==> src/rtl/mem_pkg.sv <==
// mem_pkg: shared encodings for the data-memory interface.
//   Used by both the store/enable side and the load-return path.
//   mem_op_e   : memOp field values
//   mem_size_e : memSize field values
//   load_tag_t : per-load bookkeeping carried through the read-latency pipeline
package mem_pkg;

   typedef enum logic [1:0] {
      MEM_NONE     = 2'b00,
      MEM_LOAD     = 2'b01,
      MEM_LOAD_ROM = 2'b10,
      MEM_STORE    = 2'b11
   } mem_op_e;

   typedef enum logic [1:0] {
      SZ_BYTE = 2'b00,
      SZ_HALF = 2'b01,
      SZ_WORD = 2'b10,
      SZ_RSVD = 2'b11
   } mem_size_e;

   typedef struct packed {
      logic [1:0] offset;   // addr[1:0]
      mem_size_e  size;
      logic       sgn;      // 1 = sign-extend
      logic       rom;      // 1 = data returns on romDout
   } load_tag_t;

   function automatic logic is_load(input logic [1:0] op);
      return (op == MEM_LOAD) || (op == MEM_LOAD_ROM);
   endfunction

endpackage

==> src/rtl/mem_output_logic_if.sv <==
// mem_output_logic_if: request, memory-return and writeback signals of the
// load-return path.
//   master : issue stage + memories + writeback (drives requests, read data, wb_ready)
//   slave  : mem_output_logic (drives req_ready, resp_valid, dout, err)
interface mem_output_logic_if;

   logic        req_valid;
   logic        req_ready;
   logic [31:0] addr;
   logic [1:0]  memOp;
   logic [1:0]  memSize;
   logic        memSigned;
   logic [31:0] ramDout;
   logic [31:0] romDout;
   logic        resp_valid;
   logic        wb_ready;
   logic [31:0] dout;
   logic        err;

   modport master (
      output req_valid, addr, memOp, memSize, memSigned, ramDout, romDout, wb_ready,
      input  req_ready, resp_valid, dout, err
   );

   modport slave (
      input  req_valid, addr, memOp, memSize, memSigned, ramDout, romDout, wb_ready,
      output req_ready, resp_valid, dout, err
   );

endinterface

==> src/rtl/mem_load_align.sv <==
// mem_load_align: combinational load extraction.
//   word   in  32  raw memory word
//   offset in  2   byte offset addr[1:0]
//   size   in  2   byte / half / word / reserved
//   sgn    in  1   sign-extend when set
//   dout   out 32  aligned, extended data (0 when err)
//   err    out 1   misaligned access or reserved size
module mem_load_align
   import mem_pkg::*;
(
   input  logic [31:0] word,
   input  logic [1:0]  offset,
   input  mem_size_e   size,
   input  logic        sgn,
   output logic [31:0] dout,
   output logic        err
);

   logic [7:0]  byte_sel;
   logic [15:0] half_sel;

   always_comb begin
      byte_sel = word[{offset, 3'b000} +: 8];
      half_sel = word[{offset[1], 4'b0000} +: 16];
      dout     = '0;
      err      = 1'b0;
      case (size)
         SZ_BYTE: dout = sgn ? {{24{byte_sel[7]}}, byte_sel} : {24'b0, byte_sel};
         SZ_HALF: begin
            if (offset[0]) err  = 1'b1;
            else           dout = sgn ? {{16{half_sel[15]}}, half_sel} : {16'b0, half_sel};
         end
         SZ_WORD: begin
            if (offset != 2'b00) err  = 1'b1;
            else                 dout = word;
         end
         default: err = 1'b1;
      endcase
   end

endmodule

==> src/rtl/mem_output_logic.sv <==
// mem_output_logic: load-return path of the data-memory interface.
//   Tracks accepted loads through the RAM/ROM read latency, selects the
//   returning source, aligns/extends the data and buffers results in a FIFO
//   delivered over a valid/ready handshake. req_ready is a credit check so the
//   FIFO can never overflow.
//   clk  in  clock (rising edge)
//   rst  in  synchronous active-high reset
//   bus  slave modport of mem_output_logic_if (request, memory data, response)
module mem_output_logic
   import mem_pkg::*;
#(
   parameter int unsigned READ_LATENCY = 1,
   parameter int unsigned ROM_SEL_BIT  = 28,
   parameter int unsigned FIFO_DEPTH   = READ_LATENCY + 1
) (
   input logic              clk,
   input logic              rst,
   mem_output_logic_if.slave bus
);

   localparam int unsigned PTR_W = (FIFO_DEPTH > 1) ? $clog2(FIFO_DEPTH) : 1;
   localparam int unsigned CNT_W = $clog2(FIFO_DEPTH + 1);
   localparam int unsigned IFL_W = $clog2(READ_LATENCY + 1);

   logic                    accept;
   load_tag_t               req_tag;
   logic                    valid_pipe [READ_LATENCY];
   load_tag_t               tag_pipe   [READ_LATENCY];
   logic [READ_LATENCY-1:0] valid_vec;
   logic [IFL_W-1:0]        in_flight;
   logic [CNT_W:0]          used_slots;

   logic                    last_valid;
   load_tag_t               last_tag;
   logic [31:0]             mem_word;
   logic [31:0]             align_dout;
   logic                    align_err;

   logic [32:0]             fifo_mem [FIFO_DEPTH];
   logic [PTR_W-1:0]        wr_ptr;
   logic [PTR_W-1:0]        rd_ptr;
   logic [CNT_W-1:0]        count;
   logic                    push;
   logic                    pop;
   logic                    head_valid;
   logic [32:0]             head;
   logic                    unused_addr;

   function automatic logic [PTR_W-1:0] next_ptr(input logic [PTR_W-1:0] p);
      return (p == PTR_W'(FIFO_DEPTH - 1)) ? '0 : p + PTR_W'(1);
   endfunction

   // Request side
   assign accept = bus.req_valid & bus.req_ready & is_load(bus.memOp);

   // The MEM_LOAD_ROM qualifier in the original decode reduces to the address
   // bit alone: both arms of its select yield addr[ROM_SEL_BIT].
   always_comb begin
      req_tag.offset = bus.addr[1:0];
      req_tag.size   = mem_size_e'(bus.memSize);
      req_tag.sgn    = bus.memSigned;
      req_tag.rom    = bus.addr[ROM_SEL_BIT];
   end

   assign unused_addr = ^bus.addr;

   // Read-latency pipeline: only the valid bits are reset, so data returning
   // for a load issued before reset is never pushed.
   for (genvar s = 0; s < READ_LATENCY; s++) begin : g_stage
      if (s == 0) begin : g_first
         always_ff @(posedge clk) begin
            if (rst) valid_pipe[0] <= 1'b0;
            else     valid_pipe[0] <= accept;
            tag_pipe[0] <= req_tag;
         end
      end else begin : g_next
         always_ff @(posedge clk) begin
            if (rst) valid_pipe[s] <= 1'b0;
            else     valid_pipe[s] <= valid_pipe[s-1];
            tag_pipe[s] <= tag_pipe[s-1];
         end
      end
      assign valid_vec[s] = valid_pipe[s];
   end

   assign in_flight = IFL_W'($countones(valid_vec));

   // Return side
   assign last_valid = valid_pipe[READ_LATENCY-1];
   assign last_tag   = tag_pipe[READ_LATENCY-1];
   assign mem_word   = last_tag.rom ? bus.romDout : bus.ramDout;

   mem_load_align u_align (
      .word   (mem_word),
      .offset (last_tag.offset),
      .size   (last_tag.size),
      .sgn    (last_tag.sgn),
      .dout   (align_dout),
      .err    (align_err)
   );

   // Result FIFO
   assign head_valid = (count != '0);
   assign push       = last_valid;
   assign pop        = head_valid & bus.wb_ready;

   always_ff @(posedge clk) begin
      if (push) fifo_mem[wr_ptr] <= {align_err, align_dout};
   end

   always_ff @(posedge clk) begin
      if (rst) begin
         wr_ptr <= '0;
         rd_ptr <= '0;
         count  <= '0;
      end else begin
         if (push) wr_ptr <= next_ptr(wr_ptr);
         if (pop)  rd_ptr <= next_ptr(rd_ptr);
         case ({push, pop})
            2'b10:   count <= count + CNT_W'(1);
            2'b01:   count <= count - CNT_W'(1);
            default: count <= count;
         endcase
      end
   end

   assign head           = fifo_mem[rd_ptr];
   assign bus.resp_valid = head_valid;
   assign bus.dout       = head_valid ? head[31:0] : '0;
   assign bus.err        = head_valid & head[32];

   // Credit: buffered results plus loads still in the pipeline must leave a
   // free slot; registered state only, so no path from req_valid.
   assign used_slots    = {1'b0, count} + (CNT_W + 1)'(in_flight);
   assign bus.req_ready = (used_slots < (CNT_W + 1)'(FIFO_DEPTH));

endmodule

==> src/flat_wrapper.sv <==
// flat-port wrapper written by rule: the top's interface ports become plain ports
module mem_output_logic_flat import mem_pkg::*;
#(
   parameter int unsigned READ_LATENCY = 1,
   parameter int unsigned ROM_SEL_BIT  = 28,
   parameter int unsigned FIFO_DEPTH   = READ_LATENCY + 1
)
  (clk, rst, bus_req_valid, bus_addr, bus_memOp, bus_memSize, bus_memSigned, bus_ramDout, bus_romDout, bus_wb_ready, bus_req_ready, bus_resp_valid, bus_dout, bus_err);
  mem_output_logic_if bus_i ();
  input logic clk;
  input logic rst;
  input wire logic [$bits(bus_i.req_valid)-1:0] bus_req_valid;
  input wire logic [$bits(bus_i.addr)-1:0] bus_addr;
  input wire logic [$bits(bus_i.memOp)-1:0] bus_memOp;
  input wire logic [$bits(bus_i.memSize)-1:0] bus_memSize;
  input wire logic [$bits(bus_i.memSigned)-1:0] bus_memSigned;
  input wire logic [$bits(bus_i.ramDout)-1:0] bus_ramDout;
  input wire logic [$bits(bus_i.romDout)-1:0] bus_romDout;
  input wire logic [$bits(bus_i.wb_ready)-1:0] bus_wb_ready;
  output wire logic [$bits(bus_i.req_ready)-1:0] bus_req_ready;
  output wire logic [$bits(bus_i.resp_valid)-1:0] bus_resp_valid;
  output wire logic [$bits(bus_i.dout)-1:0] bus_dout;
  output wire logic [$bits(bus_i.err)-1:0] bus_err;
  assign bus_i.req_valid = bus_req_valid;
  assign bus_i.addr = bus_addr;
  assign bus_i.memOp = bus_memOp;
  assign bus_i.memSize = bus_memSize;
  assign bus_i.memSigned = bus_memSigned;
  assign bus_i.ramDout = bus_ramDout;
  assign bus_i.romDout = bus_romDout;
  assign bus_i.wb_ready = bus_wb_ready;
  assign bus_req_ready = bus_i.req_ready;
  assign bus_resp_valid = bus_i.resp_valid;
  assign bus_dout = bus_i.dout;
  assign bus_err = bus_i.err;
  mem_output_logic #(.READ_LATENCY(READ_LATENCY), .ROM_SEL_BIT(ROM_SEL_BIT), .FIFO_DEPTH(FIFO_DEPTH)) u_core (.clk(clk), .rst(rst), .bus(bus_i));
endmodule
==> config.mk <==
export PLATFORM = sky130hd
export DESIGN_NAME = mem_output_logic_flat
export DESIGN_NICKNAME = d
export VERILOG_FILES = /design/src/rtl/mem_pkg.sv /design/src/rtl/mem_output_logic_if.sv /design/src/rtl/mem_load_align.sv /design/src/rtl/mem_output_logic.sv /design/src/flat_wrapper.sv
export SDC_FILE = /design/constraint.sdc
export NUM_CORES = 1
export LEC_CHECK = 0
export ABC_AREA = 1
export CAP_MARGIN = 20
export CORE_AREA = 2 2 94 96
export CTS_BUF_LIST = sky130_fd_sc_hd__clkbuf_2 sky130_fd_sc_hd__clkbuf_4 sky130_fd_sc_hd__clkbuf_8
export DETAILED_ROUTE_END_ITERATION = 8
export DIE_AREA = 0 0 96 98
export PLACE_DENSITY = 0.86
export SETUP_SLACK_MARGIN = 0.5
export SYNTH_ARGS = -nofsm -noshare
export SYNTH_HDL_FRONTEND = slang
export SYNTH_SLANG_ARGS = --single-unit
==> constraint.sdc <==
create_clock -name clk -period 4.44 [get_ports clk]
set_input_delay 1.332 -clock clk [delete_from_list [all_inputs] [get_ports clk]]
set_output_delay 1.332 -clock clk [all_outputs]
set_load 0.01 [all_outputs]
Word level (Yosys, flattened, before mapping)
Memory sizes are Yosys's and may differ from the RTL's. A register that Yosys moved wholly into a read port is not among the register bits.
Index checks and enable logic that the tools add are counted.
{"block": "op_classes", "reduce_logical": 6, "n_lt_le_gt_ge": 1, "n_eq_ne": 6, "shifts": 2, "mux": 22, "n_addsub": 5, "bitwise": 4}
{"cell": "$mux W32", "n": 6}
{"cell": "$pmux W32 S3", "n": 1}
{"cell": "$shiftx A32 B6 Y16", "n": 1}
{"cell": "$shiftx A32 B6 Y8", "n": 1}
{"cell": "$mux W1", "n": 13}
{"cell": "$eq A2 B1 Y1 const B", "n": 3}
{"cell": "$eq A2 B2 Y1 const B", "n": 3}
{"cell": "$reduce_bool A2 Y1", "n": 3}
{"cell": "$and A1 B1 Y1", "n": 4}
{"cell": "$pmux W2 S2", "n": 1}
{"cell": "$add A2 B1 Y3", "n": 1}
{"cell": "$lt A3 B2 Y1 const B", "n": 1}
{"cell": "$pmux W1 S3", "n": 1}
{"cell": "$add A1 B1 Y1 const B", "n": 2}
{"cell": "$add A2 B1 Y2 const B", "n": 1}
{"cell": "$logic_not A2 Y1", "n": 1}
{"cell": "$sub A2 B1 Y2 const B", "n": 1}
{"cell": "$logic_or A1 B1 Y1", "n": 1}
{"cell": "$reduce_or A1 Y1", "n": 1}
{"block": "word_totals", "n_memories": 3, "ram_bits": 73, "ff_bits": 4, "out_inout_bits": 35, "wordCells": 52}
{"name": "u_core.fifo_mem", "depth": 2, "word_bits": 33, "rd": 1, "rd_clocked_by_memory_dff": 1, "write_ports": 1, "line_no": "mem_output_logic.sv:39", "text": "logic [32:0] fifo_mem [FIFO_DEPTH];"}
{"name": "u_core.tag_pipe", "depth": 1, "word_bits": 6, "rd": 1, "rd_clocked_by_memory_dff": 0, "write_ports": 1, "line_no": "mem_output_logic.sv:28", "text": "load_tag_t tag_pipe [READ_LATENCY];"}
{"name": "u_core.valid_pipe", "depth": 1, "word_bits": 1, "rd": 1, "rd_clocked_by_memory_dff": 0, "write_ports": 1, "line_no": "mem_output_logic.sv:27", "text": "logic valid_pipe [READ_LATENCY];"}

Logic depth before layout (Yosys ltp)
{"block": "logic_depth", "word_depth": 5, "depth_mapped": 10, "depth_no_buf": 9}

By module
Synthesis repeated with hierarchy kept, for this count alone.
{"block": "unflattened", "cells_unflattened": 477, "hier_area_um2": 4269.1}
{"module": "mem_output_logic", "cells_each": 262, "area_each_um2": 3320.7, "instances": 1, "seq_area_each_um2": 2222.1}
{"module": "mem_load_align", "cells_each": 215, "area_each_um2": 948.4, "instances": 1, "seq_area_each_um2": 0.0}

Least setup slack after synthesis
Ideal clock, no wire load.
{"block": "synth_path", "path_type": "flip-flop to output port", "start": "reg (tool-made name)", "end": "out bus_dout[10]", "slack_ns": 1.998, "arrival_ns": 1.110, "path_stages_with_launch": 6, "cell_sequence": "dfxtp_1 clkbuf_1 inv_1 buf_1 nand2_1 a21oi_1"}
{"item": "to (decl)", "line_no": "flat_wrapper.sv:22", "text": "output wire logic [$bits(bus_i.dout)-1:0] bus_dout;"}

==> results.md <==
* Run status: finished clean
* CP Capture Type: primary output
* CP Buf/Inv Count at 3
* Critical-path cell list: inv_1 -> buf_4 -> nand2_1 -> a21oi_1 -> clkdlybuf4s50_1
* Worst Setup Path Type: flip-flop to primary output
* Post-CTS Setup Bufs at 0
* Syn nets at about 650
* Sink Count at 78
* Flop-to-flop setup slack at roughly 2 ns
* DRC viols at 0
* Ant diodes at 0
* Routed Antenna Nets at 0
* RSZ-0062 raised after global routing: no
* Worst-path clk slew at roughly 0.08 ns
* Initial DRC count at just under 300
* Die Y at 98 microns
* Port Buffers at 110
* WP depth at 5
* Hold_buf cts at 0
* Share of the synthesized area in the top cell type at between 40% and 50%
* WHS Path Cells at 2
* GP Congestion at just over 0.9
* Core ar. at 0.00847 sq mm
* Post-cts sizing count at 0
* Final non-filler cell total at around 750
* Skew final at around 0.012 ns
* Starting density of the core at 49.5%
* Asr flop ratio synth at 0%
* Via count at just under 4,000
* LEAKAGE at between 2 and 2.5 nW
* CP top delay family: buffers and inverters
* FP Rows at 34
* Mean Syn Cell Area at roughly 7.8 sq um
* Tot GR Track Use at roughly a quarter
* Pwr/cell area at around 310 mW/mm^2
* Final Core Density at about two thirds
* Nets at between 700 and 800
* Max_cap viols at 0
* Sequential-to-total area share from yosys stat at between 50 and 60%
* Multi-input logic area at 0.00166 sq mm
* Post-layout min period at 3.61 ns
* Worst Setup Start Kind: flip-flop
* First-pass GRT wire length at between 15,000 and 20,000 microns
* CTS tree: yes
* Worst reg2reg path depth at 10
* Storage cell area at approximately 0.0022 sq mm
* Crit path DAT at approximately 2.3 ns
* Total number of yosys warnings at 0
* Die X at roughly 96 microns
* Crit path required time at around 3.1 ns
* Fin worst setup slack at roughly 0.83 ns
* Slowest stage delay, CP at between 0.5 and 0.6 ns
* Synth Flop Type: edfxtp_1
* Slew Viols, Final at 0
* Yosys reg bits at 78
* Final setup violation count at 0
* Clock tree buffer depth at 2
* Largest cells by area after synthesis: edfxtp_1 47%, nand2_1 25%, a21oi_1 5.7%, dfxtp_1 5.7%, inv_1 4.0%
* Crit path to: bus_dout[14]
* Top-Level Pins at 140
* Synth Instances at roughly 540
* Place WS at roughly 1.2 ns
* Post-placement cell count at approximately 740
* Cts bufs inserted at 9
* Area growth, synth to finish at 31.6%
* Number of global-route vias before repair at about 3,800
* Post-synth EDFFs at 66
* Share of layout cells above drive strength 1 at 6.04%
* Largest net degree at the start of global routing at 39
* DIE AREA at 0.00941 sq mm
* Worst R2R End: u_core.fifo_mem[1][25]$_DFFE_PP_
* Maximum clock frequency at around 0.28 GHz
* Clock root buffer: clkbuf_8
* Routed WL at around 11,000 microns
* Fin. Hold Viols at 0
* CP max stage cell: clkdlybuf4s50_1
* Crit share post-route at roughly four fifths
* Worst hold start: u_core.rd_ptr$_SDFFE_PP0N_
* Per-cell routed wire length at 14.4 microns
* Synth unique cells at 27
* Clk Latency, worst-skew pair at 0.34 ns
* Critical R2R Launch: u_core.tag_pipe[0][0]$_DFF_P_
* Layout fillers at just over 700
* H-tree Lvls at 3
* Vias/cell at approximately 5.1
* Placed wire-length estimate at ~7900 microns
* Largest fanout on the critical path at 19
* Yosys top cell by area: edfxtp_1
* Aggregate global routing overflow at 0
* Total iterations of the first detailed-routing run at 5
* Peak supply drop at about 0.00015 V
* Hold_ws at approximately 0.52 ns
* Cell Area, Synth at between 0.004 and 0.005 sq mm
* Hold Path Class: flip-flop to flip-flop
* Worst-Margin Slew at around 0.84 ns
* Initial antenna violation count at 0
* Worst rel slew slack at between 40% and 50%
* Setup TNS at 0 ns
-- placed cells by master, fill, tap and decap left out, drive strengths merged --
cell / netlist / routed
a21oi: 48 / 48
a22oi: 1 / 1
buf: 17 / 6
clkbuf: 8 / 11
clkdlybuf4s50: 0 / 110
clkinv: 0 / 5
dfxtp: 12 / 12
edfxtp: 66 / 66
ha: 1 / 1
inv: 48 / 48
nand2: 288 / 288
nand3: 5 / 5
nand4: 5 / 5
nor2: 19 / 19
nor3: 4 / 4
o211ai: 2 / 2
o21ai: 7 / 7
o221ai: 1 / 1
o22ai: 5 / 5
or2: 1 / 1
xor2: 1 / 1
-- layer usage --
layer  track usage [%]  vias up  share of wire, %
li1                  -     1918                 -
met1              30.2     1741                41
met2              39.8      179                49
met3              5.09       25               7.2
met4              8.57        0               2.6
met5                 0        -                 0
-- synthesized netlist by cell type (all sizes together) (2+ instances only) --
library cell,instances
a21oi,48
buf,17
clkbuf,8
dfxtp,12
edfxtp,66
inv,48
nand2,288
nand3,5
nand4,5
nor2,19
nor3,4
o211ai,2
o21ai,7
o22ai,5
-- tightest hold or removal path, delay by kind of cell (launching register included) --
family / cells / cell delay, ns
flops: 1 / 0.31
compound gates: 1 / 0.07
simple gates: 1 / 0.09
-- where the power goes --
| group | switching (mW) | internal [mW] | leakage [nW] |
|---|---|---|---|
| clock | 0.259 | 0.213 | 0.0937 |
| sequential | 0.0135 | 0.825 | 0.712 |
| combinational | 0.224 | 0.187 | 1.61 |
-- state kept, by name (all words and copies together) (netlist names), named ones only --
signal             count
u_core.valid_pipe      1
u_core.tag_pipe        6
u_core.wr_ptr          1
u_core.fifo_mem       66
u_core.count           2
u_core.rd_ptr          1
-- kinds of logic (layout without fill, tap and decap cells) --
logic type | Yosys count | after routing | share of synthesized area (%)
flip-flops | 78 | 78 | 53.1
buffers and inverters | 73 | 180 | 7.41
adder cells (fa/ha/maj) | 1 | 1 | 0.299
XOR/XNOR | 1 | 1 | 0.209
AO/OA/AOI/OAI | 64 | 64 | 8.07
AND/OR/NAND/NOR | 322 | 322 | 30.9
-- worst min path at each step --
stage	slack, ns	to
5_1_grt	0.54	flip-flop
3_5_place_dp	0.50	flip-flop
2_1_floorplan	0.45	flip-flop
3_3_place_gp	0.47	flip-flop
4_1_cts	0.51	flip-flop
6_report	0.52	u_core.rd_ptr$_SDFFE_PP0N_
-- per-stage QoR --
step | area (sq um) | power (mW)
final | 5510 | 1.72
after global routing | 5510 | 1.79
after CTS | 5510 | 1.72
after detailed placement | 5340 | 1.26
after global placement | 5340 | 1.25
after floorplan | 4190 | 1.06
-- final cells by class --
class,count,area share (%)
multi-input cells,388,30.1
inverters,48,3.27
clock buffers,11,2.52
repair buffers,116,20.8
well taps,108,2.45
flip-flops and latches,78,40.3
clock inverters,5,0.522
(Power assumes the default switching activity.)
